===== src/rtl/instr_fetch.sv =====
// Fetch stage: holds the PC, fetches over a req/ack handshake and presents Instr/PC/PCPlus4/ImmField/ImmSrc.
// Optional macro FETCH_MISALIGN_CHECK_EN turns a misaligned redirect target into a fetch error.
module instr_fetch #(
    parameter logic [31:0] RESET_PC       = 32'h0000_0000,
    parameter int          TIMEOUT_CYCLES = 16
) (
    input  logic        clk,
    input  logic        reset,
    output logic        imem_req,
    output logic [31:0] imem_addr,
    input  logic        imem_ack,
    input  logic [31:0] imem_rdata,
    input  logic        stall,
    input  logic        PCSrc,
    input  logic [31:0] PCTarget,
    output logic        instr_valid,
    output logic [31:0] Instr,
    output logic [31:0] PC,
    output logic [31:0] PCPlus4,
    output logic [24:0] ImmField,
    output logic [1:0]  ImmSrc,
    output logic        fetch_err
);

    localparam int              CNT_W    = (TIMEOUT_CYCLES > 2) ? $clog2(TIMEOUT_CYCLES) : 1;
    localparam logic [CNT_W-1:0] CNT_LAST = CNT_W'(TIMEOUT_CYCLES - 1);
    localparam logic [31:0]     NOP      = 32'h0000_0013;

    typedef enum logic [1:0] {
        S_FETCH = 2'b00,
        S_VALID = 2'b01,
        S_ERR   = 2'b10
    } state_e;

    state_e           state_q, state_d;
    logic [31:0]      pc_q, pc_d;
    logic [31:0]      instr_q, instr_d;
    logic [CNT_W-1:0] cnt_q, cnt_d;
    logic             err_q, err_d;

    // Immediate format from the opcode; unknown opcodes fall back to I-type.
    function automatic logic [1:0] imm_src_f(input logic [6:0] opcode);
        logic [1:0] src;
        case (opcode)
            7'b0000011, 7'b0010011, 7'b1100111: src = 2'b00;
            7'b0100011:                         src = 2'b01;
            7'b1100011:                         src = 2'b10;
            7'b1101111:                         src = 2'b11;
            default:                            src = 2'b00;
        endcase
        return src;
    endfunction

    // State, PC, instruction, timeout counter and error flag registers.
    always_ff @(posedge clk or posedge reset) begin
        if (reset) begin
            state_q <= S_FETCH;
            pc_q    <= RESET_PC;
            instr_q <= NOP;
            cnt_q   <= '0;
            err_q   <= 1'b0;
        end else begin
            state_q <= state_d;
            pc_q    <= pc_d;
            instr_q <= instr_d;
            cnt_q   <= cnt_d;
            err_q   <= err_d;
        end
    end

    // Next-state logic: fetch/timeout handling, hold under stall, PC advance or redirect.
    always_comb begin
        state_d = state_q;
        pc_d    = pc_q;
        instr_d = instr_q;
        cnt_d   = cnt_q;
        err_d   = err_q;
        case (state_q)
            S_FETCH: begin
                if (imem_ack) begin
                    instr_d = imem_rdata;
                    cnt_d   = '0;
                    state_d = S_VALID;
                end else if (cnt_q == CNT_LAST) begin
                    cnt_d   = '0;
                    err_d   = 1'b1;
                    state_d = S_ERR;
                end else begin
                    cnt_d = cnt_q + CNT_W'(1);
                end
            end
            S_VALID: begin
                if (stall) begin
                    state_d = S_VALID;
                end else if (PCSrc) begin
`ifdef FETCH_MISALIGN_CHECK_EN
                    // A misaligned target is fatal; PC keeps the address of the branch.
                    if (PCTarget[1:0] != 2'b00) begin
                        err_d   = 1'b1;
                        state_d = S_ERR;
                    end else begin
                        pc_d    = PCTarget;
                        state_d = S_FETCH;
                    end
`else
                    pc_d    = PCTarget & 32'hFFFF_FFFC;
                    state_d = S_FETCH;
`endif
                end else begin
                    pc_d    = pc_q + 32'd4;
                    state_d = S_FETCH;
                end
            end
            S_ERR: begin
                err_d   = 1'b1;
                state_d = S_ERR;
            end
            default: begin
                err_d   = 1'b1;
                state_d = S_ERR;
            end
        endcase
    end

    assign imem_req    = (state_q == S_FETCH);
    assign imem_addr   = pc_q;
    assign instr_valid = (state_q == S_VALID);
    assign Instr       = instr_q;
    assign PC          = pc_q;
    assign PCPlus4     = pc_q + 32'd4;
    assign ImmField    = instr_q[31:7];
    assign ImmSrc      = imm_src_f(instr_q[6:0]);
    assign fetch_err   = err_q;

endmodule


===== config.mk =====
export PLATFORM = sky130hd
export DESIGN_NAME = instr_fetch
export DESIGN_NICKNAME = d
export VERILOG_FILES = /design/src/rtl/instr_fetch.sv
export SDC_FILE = /design/constraint.sdc
export NUM_CORES = 1
export LEC_CHECK = 0
export ABC_CLOCK_PERIOD_IN_PS = 5800
export CORE_MARGIN = 2
export CORE_UTILIZATION = 50
export CTS_CLUSTER_DIAMETER = 40
export DETAILED_ROUTE_END_ITERATION = 10
export DONT_BUFFER_PORTS = 1
export GPL_ROUTABILITY_DRIVEN = 0
export GPL_TIMING_DRIVEN = 1
export SKIP_CTS_REPAIR_TIMING = 1
export SLEW_MARGIN = 10
export SYNTH_ARGS = -nofsm -noshare
export SYNTH_HDL_FRONTEND = slang
export SYNTH_SLANG_ARGS = --single-unit

===== constraint.sdc =====
create_clock -name clk -period 5.8 [get_ports clk]
set_input_delay 0.87 -clock clk [delete_from_list [all_inputs] [get_ports clk]]
set_output_delay 0.87 -clock clk [all_outputs]
set_load 0.05 [all_outputs]

# Yosys cells after proc, flatten, opt, wreduce, memory -nomap -nowiden
# Index checks and enable logic that the tools add are counted.
[totals] register_bits=71 in_bits=69 out_inout_bits=158 word_cells=32
[op_classes] add_sub_neg=2 eq_ne=8 muxes=11 bitwise=2 reduce_logical=4
[op_table] cell="$add 32x3->32 const B" n=1
[op_table] cell="$mux 32" n=1
[op_table] cell="$eq 7x7->1 const B" n=2
[op_table] cell="$mux 4" n=2
[op_table] cell="$eq 7x6->1 const B" n=1
[op_table] cell="$pmux 2 s3" n=1
[op_table] cell="$add 4x1->4 const B" n=1
[op_table] cell="$eq 4x4->1 const B" n=1
[op_table] cell="$mux 2" n=2
[op_table] cell="$pmux 2 s2" n=1
[op_table] cell="$reduce_and 2->1" n=2
[op_table] cell="$mux 1" n=3
[op_table] cell="$ne 3x1->1 const B" n=1
[op_table] cell="$reduce_and 3->1" n=1
[op_table] cell="$eq 2x1->1 const B" n=1
[op_table] cell="$logic_not 2->1" n=1
[op_table] cell="$ne 2x1->1 const B" n=1
[op_table] cell="$ne 2x2->1 const B" n=1
[op_table] cell="$not 1->1" n=2
[op_table] cell="$pmux 1 s2" n=1

# Longest topological paths before layout
[depth] word_depth=4 ltp_mapped=7

# Worst setup path before layout
# Ideal clock, no wire load.
[synth_path] path_kind="register to output" start="register pc_q[2], in the netlist PC[2]" end="output PCPlus4[28]" arrival_ns=2.790 setup_slack_ns=2.140 path_stages_with_launch=7 path_buffers=1 path_cell_list="dfrtp_1 ha_1 nand3_2 nor2_1 buf_1 nand4_2 xnor2_1"
[synth_between] elab_chain_cells=1
[synth_lines] item="from (decl)" line_no="36" text="logic [31:0] pc_q, pc_d;"
[synth_lines] item="from (signal assigned)" line_no="64" text="pc_q <= pc_d;"
[synth_lines] item="$add 32x3->32" line_no="130" text="assign PCPlus4 = pc_q + 32'd4;"
[synth_lines] item="to (decl)" line_no="19" text="output logic [31:0] PCPlus4,"
# Every way passes these cells.

# Worst setup path in the final report
[layout_path] start="register pc_q[4], in the netlist PC[4]" end="output PCPlus4[20]"
# The elaborated chain is that of the path after synthesis.

==> flow_summary_export.csv <==
group,metric,value,unit
clocking,cts.sinks,69,
place,port_buffers,0,
routing,drt_iter0_drc,153,
job,maxCapViolCount,0,
sta,finalHoldViolCount,0,
setup_path,reg2reg_from,"PC[4]",
synth,syn_area_per_cell,9.45,um^2
clocking,root_buffer,"clkbuf_8",
setup_path,crit_required,4930,ps
die,die_w,99.7,um
global_routing,grt_pass1_vias,3346,
die,start_util,0.519,
setup_path,critPathKind,"reg -> out",
sta,totalNegativeSetupSlack,0,ps
clocking,cts.path.max_buffers,2,
setup_path,arrival,3670,ps
synth,syn_area,4570,um^2
final_layout,nets,506,
synth,yosysWarnings,0,
routing,drc,0,
die,dieArea,9930,um^2
synth,async_flop_share,1.00,
synth,yosysUniqueCellTypes,57,
final_layout,final_cell_mix,"dfrtp_1, mux2_2, buf_4",
status,status,"complete, no violations",
synth,ys_ff_latch,69,
sta,fin_skew,18.0,ps
final_layout,final_util,0.516,
routing,viasPerCell,6.20,
place,place_ws,1620,ps
sta,max_freq,0.220,GHz
synth,syn_inst,484,
synth,synth_edf_count,0,
sta,fin_crit_sh,0.782,
place,dpl_cell_area,4330,um^2
global_routing,grt_max_degree,83,
final_layout,layout_commonest_cell,"dfrtp_1",
synth,yosysTopAreaCellShare,0.361,
place,hpwlAfterDp,7370,um
synth,ys_dominant_reg_cell,"dfrtp_1",
setup_path,crit_start,"PC[4]",
sta,drv_slew,0,
setup_path,cp-end-kind,"primary output",
clocking,numCtsBuffers,9,
synth,seq_area_frac_synth,0.378,
sta,tightest_slew,1200,ps
global_routing,grt-ovfl-total,0,
sta,slew_headroom,0.193,
die,pin_count,227,
die,core-area,8810,um^2
sta,fin_ws,1260,ps
routing,wl_per_cell,19.9,um
die,fp.dieH,99.7,um
final_layout,area_growth,-0.739,%
routing,antenna_left,0,
setup_path,slowest_delay,1110,ps
final_layout,n_antenna_cell,0,
sta,finalCriticalPeriod,4540,ps
sta,grt_setup_unrepaired,"no",
sta,finalSetupViolCount,0,
clocking,cts_tree,"done",
routing,vias,3395,
setup_path,cp_max_fo,10,
clocking,clk_latency,350,ps
synth,ys_top_cells_by_area,"dfrtp_1, buf_4, mux2_2",
final_layout,fin_area,4540,um^2
hold_path,min_from,"cnt_q[1]",
routing,wl,10900,um
global_routing,grt_pass1_wl,17300,um
setup_path,cp_slowest_cell,"dfrtp_1",
clocking,cts_htree_levels,3,
setup_path,critPathLaunchType,"flip-flop",
final_layout,drive_gt1_frac,0.227,
synth,synth_top_cell_by_area,"dfrtp_1",
global_routing,grt_usage,0.221,
hold_path,hold_path.class,"reg -> reg",
clocking,clk_pin_slew,90,ps
die,num_rows,34,
setup_path,crit_chain,"nand3_2 > or4_4 > nor3_2 > xor2_1",
routing,firstDrtPassIters,4,
global_routing,grt_antenna_before_repair,0,
## cells by family after synthesis
logic type / count (synthesis) / share of synthesized area
muxes: 37 / 0.0897
and+or+nand+nor: 156 / 0.203
adders and majority gates: 2 / 0.00547
AOI/OAI and AO/OA: 83 / 0.125
DFF: 69 / 0.378
buffers and inverters: 109 / 0.146
xor gates and xnor gates: 27 / 0.0517
other: 1 / 0.000820
## Yosys cell counts, types with 9 or more instances
master,instances
nor3_1,19
and3_1,12
clkbuf_1,19
xnor2_1,21
buf_4,64
dfrtp_1,66
nand3_1,19
o21ai_0,20
nand2_1,20
nor2_1,25
mux2_2,32
inv_1,17
nand4_1,12
a31oi_1,11
or3_1,9
a21oi_1,15
## final timing paths
kind / end / slack (ps) / cells past startpoint
max in group asynchronous: PC[11] / 4500 / 2
setup reg to reg: PC[30] / 2780 / 4
hold reg to reg: cnt_q[1] / 530 / 2
hold / removal: cnt_q[1] / 530 / 2
setup / recovery: PCPlus4[20] / 1260 / 4
min in group asynchronous: PC[31] / 680 / 2
## critical path, delay by kind of cell, from the launching register on
family / cells / cell delay, ps
simple gates: 3 / 1380
xor+xnor: 1 / 830
flops: 1 / 1110
## area by class of cell
class,count,area [um^2]
multi-input cells,311,2200
inverters,17,63.8
clock buffers,10,138
fillers,815,4270
clock inverters,6,68.8
repair buffers,27,203
well taps,108,135
flip-flops and latches,69,1730
## state kept, by name, indices dropped and copies added, names as in the netlist
register   flops
Instr         32
PC            30
cnt_q          4
fetch_err      1
state_q        2
## metrics by stage
step / hold slack (ps) / cells
after floorplan: 484 / 489
after global placement: 512 / 532
after detailed placement: 508 / 532
after CTS: 532 / 548
after global routing: 589 / 548
final: 533 / 548
## routing by layer
metal	up-vias	GRT usage	share of wire
met2	159	0.393	0.52
met3	13	0.0611	0.073
met5	-	0	0
li1	1559	-	-
met1	1664	0.259	0.39
met4	0	0.0706	0.015
Power is not shown: default switching activity piles up to over one toggle a cycle in this logic, so the estimate is an artifact.
